`src/rtl/ntt_bfu_scheduler.sv`:
```
// Issue sequencer for an in-place NTT/INTT on one bank: one butterfly per cycle, with write-back
// addresses delayed to line up with the butterfly outputs. Optional NTT_STALL_EN adds iSTALL.
module ntt_bfu_scheduler #(
  parameter int LOGN    = 10,
  parameter int BFU_LAT = 5,
  parameter int RD_LAT  = 1
) (
  input  logic                     iSYS_CLK,
  input  logic                     iSYS_RST,
`ifdef NTT_STALL_EN
  input  logic                     iSTALL,
`endif
  input  logic                     iSTART,
  input  logic                     iMODE,
  output logic                     oBUSY,
  output logic                     oDONE,
  output logic                     oRD_EN,
  output logic [LOGN-1:0]          oRD_ADDR_A,
  output logic [LOGN-1:0]          oRD_ADDR_B,
  output logic [LOGN:0]            oTW_ADDR,
  output logic                     oBFU_START,
  output logic                     oBFU_SEL,
  output logic                     oWR_EN,
  output logic [LOGN-1:0]          oWR_ADDR_A,
  output logic [LOGN-1:0]          oWR_ADDR_B,
  output logic [$clog2(LOGN)-1:0]  oSTAGE
);

  localparam int SW = $clog2(LOGN);
  localparam int JW = LOGN - 1;
  localparam int D  = RD_LAT + BFU_LAT;

  localparam logic [1:0] ST_IDLE  = 2'd0;
  localparam logic [1:0] ST_ISSUE = 2'd1;
  localparam logic [1:0] ST_DRAIN = 2'd2;
  localparam logic [1:0] ST_DONE  = 2'd3;

  localparam logic [JW-1:0]   J_LAST     = '1;
  localparam logic [SW-1:0]   LAST_STAGE = SW'(LOGN - 1);
  localparam logic [LOGN-1:0] ONE_A      = LOGN'(1);
  localparam logic [LOGN:0]   ONE_TW     = (LOGN+1)'(1);
  localparam logic [LOGN:0]   TW_N       = ONE_TW << LOGN;

  logic [1:0]      state_q, state_d;
  logic [SW-1:0]   stage_q, stage_d;
  logic [JW-1:0]   j_q, j_d;
  logic            mode_q, mode_d;

  logic [D-1:0]    vld_q;
  logic [LOGN-1:0] dla_q [D];
  logic [LOGN-1:0] dlb_q [D];

  logic            stall;
  logic            rd_en;
  logic            older_pending;
  logic [SW-1:0]   len_log;
  logic [LOGN-1:0] j_ext, grp, off, mask, addr_a, addr_b;
  logic [LOGN:0]   tw_addr;

`ifdef NTT_STALL_EN
  assign stall = iSTALL;
`else
  assign stall = 1'b0;
`endif

  assign rd_en = (state_q == ST_ISSUE) && !stall;

  // Forward stages halve the butterfly span each stage; inverse stages double it.
  always_comb begin
    j_ext   = {1'b0, j_q};
    len_log = mode_q ? stage_q : (LAST_STAGE - stage_q);
    grp     = j_ext >> len_log;
    mask    = (ONE_A << len_log) - ONE_A;
    off     = j_ext & mask;
    addr_a  = ((grp << len_log) << 1) | off;
    addr_b  = addr_a | (ONE_A << len_log);
    if (mode_q) begin
      tw_addr = TW_N + ((TW_N >> 1) >> stage_q) + {1'b0, grp};
    end else begin
      tw_addr = (ONE_TW << stage_q) + {1'b0, grp};
    end
  end

  // Entries 0..D-2 empty means the head holds the last write of the stage.
  always_comb begin
    older_pending = 1'b0;
    for (int i = 0; i < D - 1; i++) begin
      older_pending = older_pending | vld_q[i];
    end
  end

  always_comb begin
    // NOTE: every next-state signal takes its hold value first so no path leaves it unassigned,
    // which would otherwise infer a latch.
    state_d = state_q;
    stage_d = stage_q;
    j_d     = j_q;
    mode_d  = mode_q;
    case (state_q)
      ST_IDLE: begin
        if (iSTART) begin
          state_d = ST_ISSUE;
          stage_d = '0;
          j_d     = '0;
          mode_d  = iMODE;
        end
      end
      ST_ISSUE: begin
        if (!stall) begin
          j_d = j_q + JW'(1);
          if (j_q == J_LAST) begin
            state_d = ST_DRAIN;
            j_d     = '0;
          end
        end
      end
      ST_DRAIN: begin
        if (vld_q[D-1] && !older_pending) begin
          if (stage_q == LAST_STAGE) begin
            state_d = ST_DONE;
          end else begin
            state_d = ST_ISSUE;
            stage_d = stage_q + SW'(1);
          end
        end
      end
      default: state_d = ST_IDLE;
    endcase
  end

  // NOTE: sequential state uses non-blocking assignments so every register samples
  // pre-edge values regardless of statement order.
  always_ff @(posedge iSYS_CLK) begin
    if (!iSYS_RST) begin
      state_q <= ST_IDLE;
      stage_q <= '0;
      j_q     <= '0;
      mode_q  <= 1'b0;
    end else begin
      state_q <= state_d;
      stage_q <= stage_d;
      j_q     <= j_d;
      mode_q  <= mode_d;
    end
  end

  always_ff @(posedge iSYS_CLK) begin
    if (!iSYS_RST) begin
      // NOTE: the delay line is cleared on reset (unlike a RAM) because its valid bits
      // drive write strobes; stale entries would corrupt the bank after a mid-run reset.
      vld_q <= '0;
      for (int i = 0; i < D; i++) begin
        dla_q[i] <= '0;
        dlb_q[i] <= '0;
      end
    end else begin
      vld_q[0] <= rd_en;
      dla_q[0] <= rd_en ? addr_a : '0;
      dlb_q[0] <= rd_en ? addr_b : '0;
      for (int i = 1; i < D; i++) begin
        vld_q[i] <= vld_q[i-1];
        dla_q[i] <= dla_q[i-1];
        dlb_q[i] <= dlb_q[i-1];
      end
    end
  end

  assign oBUSY      = (state_q == ST_ISSUE) || (state_q == ST_DRAIN);
  assign oDONE      = (state_q == ST_DONE);
  assign oRD_EN     = rd_en;
  assign oRD_ADDR_A = rd_en ? addr_a  : '0;
  assign oRD_ADDR_B = rd_en ? addr_b  : '0;
  assign oTW_ADDR   = rd_en ? tw_addr : '0;
  assign oBFU_START = oBUSY;
  assign oBFU_SEL   = mode_q;
  assign oWR_EN     = vld_q[D-1];
  assign oWR_ADDR_A = dla_q[D-1];
  assign oWR_ADDR_B = dlb_q[D-1];
  assign oSTAGE     = stage_q;

endmodule

```
`config.mk`:
```
export PLATFORM = sky130hd
export DESIGN_NAME = ntt_bfu_scheduler
export DESIGN_NICKNAME = d
export VERILOG_FILES = /design/src/rtl/ntt_bfu_scheduler.sv
export SDC_FILE = /design/constraint.sdc
export NUM_CORES = 1
export LEC_CHECK = 0
export CORE_MARGIN = 2
export CORE_UTILIZATION = 55
export DETAILED_ROUTE_END_ITERATION = 8
export DONT_BUFFER_PORTS = 1
export GPL_TIMING_DRIVEN = 0
export PLACE_DENSITY = 0.73
export REMOVE_ABC_BUFFERS = 1
export SLEW_MARGIN = 0
export SYNTH_ARGS = -nofsm -noshare
export SYNTH_HDL_FRONTEND = slang
export SYNTH_SLANG_ARGS = --single-unit
```
`constraint.sdc`:
```
create_clock -name iSYS_CLK -period 4.6 [get_ports iSYS_CLK]
set_input_delay 0.23 -clock iSYS_CLK [delete_from_list [all_inputs] [get_ports iSYS_CLK]]
set_output_delay 0.23 -clock iSYS_CLK [all_outputs]
set_load 0.005 [all_outputs]
```
==> results of run 1 <==
==> worst paths after layout <==
path / start / to / cells after the start
worst max register to register: state_q[0] / j_q[5] / 6
worst min register to register: dlb_q[0][13] / dlb_q[0][23] / 1
worst max-delay path: oSTAGE[1] / oTW_ADDR[10] / 14
worst min-delay path: iSTART / oBFU_SEL / 3
==> power by group <==
| part | switching [mW] | internal (mW) | total [mW] |
|---|---|---|---|
| registers | 0.0726 | 1.27 | 1.34 |
| clock network | 0.533 | 0.766 | 1.30 |
| logic | 0.409 | 0.235 | 0.645 |
==> repair_timing <==
action / CTS / global route
pin swaps: 1 / 4
setup endpoints to repair: 31 / 5
hold endpoints to repair: 119 / 0
hold buffers: 3 / 0
setup buffers: 8 / 6
resized for setup: 18 / 12
==> registers in the layout (all words and copies together), names as in the netlist <==
register,cells
vld_q,6
dlb_q,60
j_q,9
dla_q,60
oSTAGE,4
oBFU_SEL,1
state_q,2
==> kinds of logic (layout without fill, tap and decap cells) <==
logic type                 Yosys count  in the layout  share of synthesized area [%]
buffers and inverters               78             69                           5.81
and+or+nand+nor                    288            288                           24.3
muxes                               15             15                           2.40
xor gates and xnor gates            21             21                           3.03
DFF                                142            142                           43.3
adders and majority gates           36             36                           7.09
AOI/OAI and AO/OA                  133            133                           14.0
==> stage by stage <==
| step | cell area (µm²) | setup slack, ns | setup TNS, ns |
|---|---|---|---|
| finish | 7300 | 0.247 | 0 |
| global route | 7300 | 0.00671 | 0 |
| CTS | 7210 | 0.00166 | 0 |
| global placement | 6440 | -1.95 | -23.71 |
| detailed placement | 6440 | -1.75 | -14.39 |
| floorplan | 6260 | -0.374 | -0.946 |
==> layout make-up <==
| class | count | share of cell area [%] |
|---|---|---|
| multi-input combinational | 493 | 47.3 |
| sequential | 142 | 39.1 |
| clock buffer | 18 | 6.02 |
| tap | 143 | 2.45 |
| timing repair buffer | 18 | 2.21 |
| clock inverter | 14 | 1.83 |
| inverter | 19 | 1.05 |
==> layer usage <==
| metal | up-vias | routed length, µm |
|---|---|---|
| met4 | 0 | 395 |
| met3 | 30 | 817 |
| li1 | 2384 | - |
| met5 | - | 0 |
| met1 | 2297 | 6450 |
| met2 | 161 | 7170 |
==> Yosys cell counts (6+ instances only) <==
library cell	count
o22ai_1	7
clkbuf_1	30
mux2i_1	9
ha_1	34
mux2_2	6
and2_1	123
buf_4	22
nand2b_1	6
xor2_1	8
o21a_1	8
or3_1	6
nand2_1	38
and3_1	9
nor2b_1	14
xnor2_1	11
a21oi_1	35
dfxtp_1	142
nand4_1	11
nand3_1	8
nor3_1	11
o21ai_0	20
inv_1	18
a211oi_1	7
nor2_1	45
==> worst register-to-register path, stage by stage, from the launching register on <==
cell	delay [ns]
dfxtp_1	0.42
ha_1	0.71
inv_1	0.61
o21ai_0	0.72
nand4_1	0.31
or3_1	0.38
a21oi_1	0.15
==> results by group, run 1 <==
Worst setup path
  – Flop2flop setup slack: ~1.2 ns
  – CP arrival: roughly 4.1 ns
  – Crit path cell chain: clkinvlp_4 > ha_4 > xor2_4 > buf_4 > a2bb2oi_2 > o22ai_1 > inv_1 > fa_2 > nor2b_2 > o31ai_2 > a21oi_2 > o31ai_1 > mux2i_1 > o221a_2
  – Critical path's largest stage delay: 0.46 ns
  – Delay-heaviest family, CP: compound AO/OA/AOI/OAI gates
  – CP max-delay cell: a2bb2oi_2
  – CP Launch Type: flip-flop
  – CP endpoint kind: output port
  – Critical path type: reg2out
  – Buf/Inv on CP: 3
  – Critical Path RT: 4.37 ns
  – CP Max Fanout: 8

CTS
  – CTS H-Tree Depth: 4
  – Clk sink count: approximately 140
  – Reg clk slew, reported paths: around 0.06 ns
  – Clk buf depth: 2
  – CTS tree: built
  – Worst skew pair latency: 0.42 ns
  – Clock root buffer master: clkbuf_16
  – Num CTS Buffers: 17

Timing
  – Setup Skew: between 0.01 and 0.015 ns
  – Highest Clock Rate: ~230 MHz
  – Max transition margin: a little under half
  – Worst Hold Margin: around 0.072 ns
  – Slew Viols, Final: 0
  – # setup viols final: 0
  – Tmin final: approximately 4.4 ns
  – Final hold vios: 0
  – Unrepaired setup endpoints after global routing: no
  – Worst slew pin tran: 0.789 ns
  – Period utilisation layout: 94.6%

Hold path
  – HP Class: in2reg

Logic synthesis
  – Number of synthesized register bits: approximately 140
  – Post-Syn Area per Cell: between 9 and 10 µm²
  – Synth area leaders: dfxtp_1 (43%), and2_1 (12%), ha_1 (6.5%)
  – Post-synthesis cell count: roughly 710
  – Cell accounting for the most synthesized area: dfxtp_1
  – Sequential fraction of the synthesis area: between 40% and 50%
  – Post-Syn Area: 6570 µm²
  – Share of the synthesized area in the top cell type: approximately 43%
  – Async SR Flop Fraction: 0%
  – Ys flop type: dfxtp_1
  – EDFF count, synth: 0
  – Yosys cell types: 70
  – Synthesis Warnings: 0

Floorplan
  – Rows: 39
  – Die ar.: ~13000 µm²
  – Core ar.: 11500 µm²
  – Die width: about 110 µm
  – IO Count: 65
  – Initial Util: between 50% and 60%
  – Chip height: 113 µm

Placement
  – DP HPWL: 9.61 mm
  – Placed insts: roughly 800
  – GPL Wtd Cong: between 0.9 and 1
  – Port Buffers: 0

Status
  – Status: completed

Global route
  – Largest net degree at the start of global routing: roughly 120
  – Initial antenna violation count: 0
  – Met1 Use GR: between 20 and 30%
  – GR Util met2: around two fifths
  – Vias in the first global route: 4617
  – First-pass GRT wire length: approximately 24 mm
  – Remaining Overflow, GRT: 0
  – GR Layer Usage met3: roughly 6%
  – Gr busiest metal: met2
  – Global-route usage over all layers: between 20% and 30%

Layout
  – Area taken by multi-input logic gates: 3450 µm²
  – Area growth syn-to-layout: 11.1%
  – Antenna diodes: 0
  – Fillers: 946
  – Final Net Count: 731
  – Final std cells w/o fill: between 800 and 900
  – Share of layout cells above drive strength 1: between 10% and 20%
  – Util after Layout: a little under two thirds
  – Most common cell after layout, fill and taps aside: dfxtp_1
  – Most frequent cells in the layout: dfxtp_1 (137), and2_1 (123), nor2_1 (45), nand2_1 (38), a21oi_1 (34)
  – Register area: 2860 µm²

Power
  – Total Power: about 3.3 mW
  – Lkg Pwr: approximately 3.0 nW
  – PD cells: around 450 nW/µm²
  – Peak supply drop: 0.000287 V

Job
  – Max capacitance violation total: 0

Routing
  – Drt first pass iters: 5
  – Via/cell ratio: ~5.8
  – Final Routed Wirelength: 14.8 mm
  – Drt drc: 0
  – Routed via count: about 4900
  – Post-DRT Antenna Nets: 0
  – 1st-iter DRT viols: 439
  – Routed len/inst: 17.5 µm
Note: power is estimated with default switching activity, not from simulation.
==> run 2: changes to the inputs <==
--- a/config.mk
+++ b/config.mk
@@ -13,3 +13,2 @@
 export PLACE_DENSITY = 0.73
-export REMOVE_ABC_BUFFERS = 1
 export SLEW_MARGIN = 0
--- a/constraint.sdc
+++ b/constraint.sdc
@@ -3,2 +3,2 @@
 set_output_delay 0.23 -clock iSYS_CLK [all_outputs]
-set_load 0.005 [all_outputs]
+set_load 0.1 [all_outputs]
==> run 2 against run 1 <==
Net effect: the flow now finishes with violations (negative setup slack); global-route usage up 3.7 points; clock-buffer cell count up 1; combinational power up 67%; total power up 16%; clock power up 4%; clock skew down 0.0073 ns; design area up 12%; highest routed layer unchanged.
==> results by group, run 2 (synthesized netlist as in run 1, its figures left out) <==
Placement
  – Post-DP Area: 6950 µm² (+7.8%)
  – DP HPWL: 12.4 mm (+29%)
  – Placed insts: 858 (+7.5%)
  – GPL Wtd Cong: 1.02 (+8.1%)
  – Port Buffers: 0 (unchanged)

CTS
  – Worst skew pair latency: 0.41 ns (about the same)
  – Clock root buffer master: clkbuf_16
  – Num CTS Buffers: 17 (unchanged)
  – Reg clk slew, reported paths: 0.06 ns (about the same)
  – CTS tree: built
  – Clk sink count: 142 (unchanged)
  – CTS H-Tree Depth: 4 (unchanged)
  – Clk buf depth: 2 (unchanged)

Global route
  – Largest net degree at the start of global routing: 17 (-86%)
  – Global-route usage over all layers: 27.5% (+3.7 points)
  – First-pass GRT wire length: 27.0 mm (+13%)
  – Remaining Overflow, GRT: 0 (unchanged)
  – Vias in the first global route: 5311 (+15%)
  – Initial antenna violation count: 0 (unchanged)

Status
  – Failing checks: negative setup slack
  – Status: complete, but fails checks

Worst setup path
  – CP arrival: 4.61 ns (+0.49 ns)
  – CP max-delay cell: a2111o_2
  – CP endpoint: oTW_ADDR[8]
  – Critical Path RT: 4.37 ns (about the same)
  – Flop2flop setup slack: 1.06 ns (-0.17 ns)
  – R2R depth: 16 (+10)
  – Delay-heaviest family, CP: compound AO/OA/AOI/OAI gates
  – Worst r2r dst: dlb_q[0][6]
  – Buf/Inv on CP: 4 (+1)
  – Critical path's largest stage delay: 0.66 ns (+0.20 ns)
  – Crit path cell chain: buf_6 > inv_6 > buf_8 > ha_4 > xor2_4 > o22ai_4 > a222oi_1 > and2_4 > ha_4 > inv_2 > fa_2 > nor2b_1 > o21a_1 > o21a_1 > o21ai_4 > a21o_1 > a2111o_2
  – CP Max Fanout: 7 (-1)
  – Critical Path Source: oSTAGE[1]
  – CP endpoint kind: output port
  – Levels on crit path: 17 (+3)
  – CP Launch Type: flip-flop
  – Critical path type: reg2out
  – R2R Path Start: oSTAGE[1]

Timing
  – # setup viols final: 6 (+6)
  – Worst Hold Margin: 0.0347 ns (-0.0378 ns)
  – Slew Viols, Final: 0 (unchanged)
  – Highest Clock Rate: 207 MHz (-10%)
  – Worst slew pin tran: 1.27 ns (+0.483 ns)
  – Setup ws final: -0.238 ns (-0.485 ns)
  – Period utilisation layout: 105% (+11 points)
  – Setup Skew: 0.00604 ns (-0.00735 ns)
  – Final hold vios: 0 (unchanged)
  – Unrepaired setup endpoints after global routing: yes
  – Tmin final: 4.84 ns (+0.485 ns)
  – Max transition margin: 15.2% (-32 points)

Floorplan
  – Initial Util: 57.0% (unchanged)
  – Core ar.: 11500 µm² (unchanged)
  – Die width: 113 µm (unchanged)
  – Die ar.: 12800 µm² (unchanged)
  – Rows: 39 (unchanged)
  – Chip height: 113 µm (unchanged)
  – IO Count: 65 (unchanged)

Routing
  – Routed via count: 5304 (+8.9%)
  – DR WL met2: 9.25 mm (+29%)
  – Final Routed Wirelength: 17.6 mm (+19%)
  – Post-Route M1 WL: 6.67 mm (+3.3%)
  – Drt drc: 0 (unchanged)
  – Routed len/inst: 19.1 µm (+9.0%)
  – Wire length on met3: 863 µm (+5.6%)
  – Drt first pass iters: 6 (+1)
  – Highest Signal Layer: met4
  – Post-DRT Antenna Nets: 0 (unchanged)
  – Via/cell ratio: 5.74 (-0.21%)
  – 1st-iter DRT viols: 440 (+0.23%)

Power
  – Peak supply drop: 0.000492 V (+71%)
  – Lkg Pwr: 3.31 nW (+10%)
  – Total Power: 3.79 mW (+16%)
  – PD cells: 465 nW/µm² (+3.4%)

Layout
  – Finished Cell Area: 8160 µm² (+12%)
  – Fillers: 890 (-5.9%)
  – Util after Layout: 70.8% (+7.4 points)
  – Register area: 2860 µm² (about the same)
  – Largest registers: dla_q: 60 flops, dlb_q: 60 flops, j_q: 9 flops
  – Final std cells w/o fill: 924 (+9.1%)
  – Area growth syn-to-layout: 24.2%
  – Most frequent cells in the layout: dfxtp_1 (137), and2_1 (121), buf_4 (54), nand2_1 (38), nor2_1 (38)
  – Share of layout cells above drive strength 1: 23.3% (+11 points)
  – Area taken by multi-input logic gates: 3790 µm² (+9.8%)
  – Antenna diodes: 0 (unchanged)
  – Most common cell after layout, fill and taps aside: dfxtp_1
  – Final Net Count: 808 (+11%)

Hold path
  – HP Class: in2reg

Job
  – Max capacitance violation total: 0 (unchanged)

Logic synthesis
  – Mapped Nets: approximately 750
-- run 2: cell count changes in the layout (fill, tap and decap cells not counted), sizes merged --
cell	previous run	this run
bufinv	1	2
buf	15	65
clkinvlp	2	3
clkbuf	19	47
clkinv	9	2
inv	21	25
-- run 2: metal layers --
layer	track usage (%)	up-vias
li1	-	2537
met1	28.6	2494
met4	15.9	0
met3	5.78	65
met2	50.9	208
met5	0	-
-- run 2: worst min-delay path by stage --
stage | from | cells past startpoint | endpoint
floorplan | iMODE | 2 | oBFU_SEL
global route | iSYS_RST | 2 | dlb_q[0][1]
global placement | iMODE | 2 | oBFU_SEL
CTS | iSYS_RST | 2 | dla_q[0][4]
finish | iSYS_RST | 2 | dlb_q[0][1]
detailed placement | iMODE | 2 | oBFU_SEL
-- run 2: where the power goes --
| group | switching (mW) | total [mW] | internal, mW |
|---|---|---|---|
| combinational | 0.787 | 1.08 | 0.297 |
| sequential | 0.0868 | 1.35 | 1.27 |
| clock | 0.529 | 1.35 | 0.825 |
-- run 2: timing repair --
action | 4_1_cts | 5_1_grt
pin swaps | 18 | 20
endpoints found under the setup margin | 20 | 13
hold endpoints to repair | 1 | 0
gates resized for setup | 53 | 33
hold buffers | 2 | 0
buffers inserted | 17 | 16
-- run 2: layout make-up --
type                    instances  area share (%)
multi-input cells             493            46.5
flip-flops and latches        142            35.1
clock buffers                  19            5.43
plain buffers                  58            4.25
repair buffers                 37            3.76
well taps                     143            2.19
clock inverters                13            1.87
inverters                      19           0.936
-- run 2: per-stage QoR --
stage	setup WS (ns)	TNS, ns
finish	-0.238	-0.924
global route	-0.392	-2.21
CTS	-0.266	-0.735
detailed placement	-0.703	-3.74
global placement	-0.725	-6.20
floorplan	0.0128	0
==> run 3: changes to the inputs <==
- CORE_ASPECT_RATIO: default -> 1.1
- CORE_MARGIN: 2 -> 5
- GPL_TIMING_DRIVEN: 0 -> default
==> run 3 against run 2 <==
Net effect: the flow now finishes without violations; clock power shrank 6%; wire length shrank 6.0%; utilization shrank 4.0 points; global-route usage shrank 3.9 points; first-iteration DRC count shrank 25%; via count shrank 4.4%; maximum frequency grew 6.9%; sequential share of layout area grew 1.8 points; cell count shrank 3.5%; sequential power shrank 3%; combinational power is essentially flat; total power shrank 4.4%.
==> results by group, run 3 (synthesized netlist as in run 1, its figures left out) <==
CTS
  – Worst skew pair latency: 0.41 ns (about the same)
  – Reg clk slew, reported paths: 0.07 ns (about the same)
  – Clock root buffer master: clkbuf_16
  – Clk sink count: 142 (unchanged)
  – CTS H-Tree Depth: 4 (unchanged)
  – Num CTS Buffers: 17 (unchanged)
  – CTS tree: built
  – Clk buf depth: 2 (unchanged)

Timing
  – Period utilisation layout: 98.4% (-6.8 points)
  – Setup Skew: 0.0137 ns (+0.00763 ns)
  – Final hold vios: 0 (unchanged)
  – Final TNS setup: 0 ns (+0.924 ns)
  – Worst slew pin tran: 1.05 ns (-0.218 ns)
  – # setup viols final: 0 (-6)
  – Unrepaired setup endpoints after global routing: yes
  – Highest Clock Rate: 221 MHz (+6.9%)
  – Tmin final: 4.52 ns (-0.314 ns)
  – Slew Viols, Final: 0 (unchanged)
  – Max transition margin: 29.7% (+15 points)

Worst setup path
  – CP Max Fanout: 10 (+3)
  – CP arrival: 4.29 ns (-0.32 ns)
  – Critical path type: reg2out
  – CP Launch Type: flip-flop
  – Flop2flop setup slack: 1.38 ns (+0.32 ns)
  – CP endpoint kind: output port
  – Critical Path RT: 4.37 ns (about the same)
  – R2R depth: 12 (-4)

Routing
  – Routed len/inst: 18.6 µm (-2.6%)
  – Routed via count: 5069 (-4.4%)
  – Highest Signal Layer: met4
  – Wire length on met3: 764 µm (-11%)
  – Final Routed Wirelength: 16.6 mm (-6.0%)
  – Post-Route M1 WL: 6.44 mm (-3.4%)
  – Drt drc: 0 (unchanged)
  – DR WL met2: 8.67 mm (-6.2%)
  – 1st-iter DRT viols: 332 (-25%)
  – Via/cell ratio: 5.68 (-1.0%)
  – Post-DRT Antenna Nets: 0 (unchanged)
  – Drt first pass iters: 5 (-1)

Floorplan
  – Core ar.: 11600 µm² (+0.67%)
  – IO Count: 65 (unchanged)
  – Chip height: 125 µm (+10%)
  – Initial Util: 56.6% (-0.38 points)
  – Rows: 41 (+5.1%)
  – Die width: 114 µm (+0.81%)
  – Die ar.: 14200 µm² (+11%)

Layout
  – Largest registers: dla_q: 60 flops, dlb_q: 60 flops, j_q: 9 flops
  – Util after Layout: 66.8% (-4.0 points)
  – Fillers: 880 (-1.1%)
  – Antenna diodes: 0 (unchanged)
  – Register area: 2860 µm² (about the same)
  – Final Net Count: 769 (-4.8%)
  – Area growth syn-to-layout: 17.9%
  – Most common cell after layout, fill and taps aside: dfxtp_1
  – Most frequent cells in the layout: dfxtp_1 (137), and2_1 (123), buf_4 (43), nand2_1 (38), nor2_1 (38)
  – Share of layout cells above drive strength 1: 19.0% (-4.3 points)
  – Finished Cell Area: 7750 µm² (-5.0%)
  – Area taken by multi-input logic gates: 3500 µm² (-7.7%)

Power
  – Lkg Pwr: 3.20 nW (-3.3%)
  – P_int: 2.27 mW (-5.1%)
  – Logic pwr share: 28.9% (+0.3 points)
  – Psw: 1.36 mW (-3.2%)
  – Clock power share: 35.0% (-0.7 points)
  – Peak supply drop: 0.000330 V (-33%)
  – Sw Ratio: 37.5% (+0.45 points)
  – PD cells: 468 nW/µm² (+0.63%)
  – Total Power: 3.62 mW (-4.4%)
  – Flop pwr share: 36.1% (+0.4 points)

Job
  – Max capacitance violation total: 0 (unchanged)

Global route
  – Vias in the first global route: 5073 (-4.5%)
  – Initial antenna violation count: 0 (unchanged)
  – First-pass GRT wire length: 26.4 mm (-2.2%)
  – Largest net degree at the start of global routing: 118 (+101)
  – Global-route usage over all layers: 23.6% (-3.9 points)
  – Remaining Overflow, GRT: 0 (unchanged)

Hold path
  – Hold path cells: 2 (unchanged)
  – HP Class: in2reg

Logic synthesis
  – Mapped Nets: 753 (unchanged)

Placement
  – Post-DP Area: 7100 µm² (+2.3%)
  – DP HPWL: 11.8 mm (-4.5%)
  – Port Buffers: 0 (unchanged)
  – GPL Wtd Cong: 0.974 (-4.3%)

Status
  – Status: completed
-- run 3: stage by stage --
stage	std cells	setup slack, ns	hold slack, ns
after global routing	892	-0.142	0.0199
after CTS	889	0.0165	0.00607
after floorplan	713	0.0128	0.379
after detailed placement	854	0.322	0.365
after global placement	854	0.433	0.360
final	892	0.0755	0.0256
-- run 3: power groups by stage --
stage / sequential [mW] / combinational [mW] / clock [mW]
floorplan: 1.36 / 0.762 / 0
global placement: 1.33 / 1.02 / 0
detailed placement: 1.33 / 1.02 / 0
CTS: 1.31 / 1.04 / 1.29
global route: 1.31 / 1.10 / 1.35
finish: 1.31 / 1.05 / 1.27
-- run 3: area by class of cell --
type | instances | share of cell area [%]
inverters | 19 | 0.921
repair buffers | 56 | 7.37
clock inverters | 14 | 1.57
clock buffers | 18 | 5.67
multi-input cells | 493 | 45.2
flip-flops and latches | 142 | 36.9
well taps | 150 | 2.42
-- run 3: worst paths after layout --
check               startpoint            to
setup / recovery     oSTAGE[2]   oTW_ADDR[8]
hold / removal        iSYS_RST     oSTAGE[0]
setup reg to reg     oSTAGE[2]   dlb_q[0][4]
hold reg to reg   dla_q[0][23]  dla_q[0][33]
-- run 3: worst max-delay path: stages, from the launching register on --
cell,delay [ns]
dfxtp_4,0.37
inv_1,0.11
ha_4,0.18
xor2_4,0.28
o22ai_4,0.14
a222oi_1,0.45
and2_4,0.28
ha_1,0.22
inv_1,0.07
fa_1,0.40
nor2b_1,0.20
o31ai_2,0.11
a21oi_2,0.25
o21ai_0,0.14
nor4bb_1,0.16
a2111o_2,0.37
buf_12,0.18
-- run 3: timing repair --
| action | 4_1_cts | 5_1_grt |
|---|---|---|
| endpoints found under the hold margin | 117 | 0 |
| resized for setup | 1 | 3 |
| buffers inserted | 0 | 3 |
| pin swaps | 1 | 2 |
| setup endpoints to repair | 1 | 3 |
| hold buffers | 3 | 0 |
-- run 3: metal layers --
layer / track usage [%] / up-vias
met3: 5.30 / 47
met1: 25.9 / 2410
met4: 11.3 / 0
li1: - / 2451
met2: 42.4 / 161
met5: 0 / -
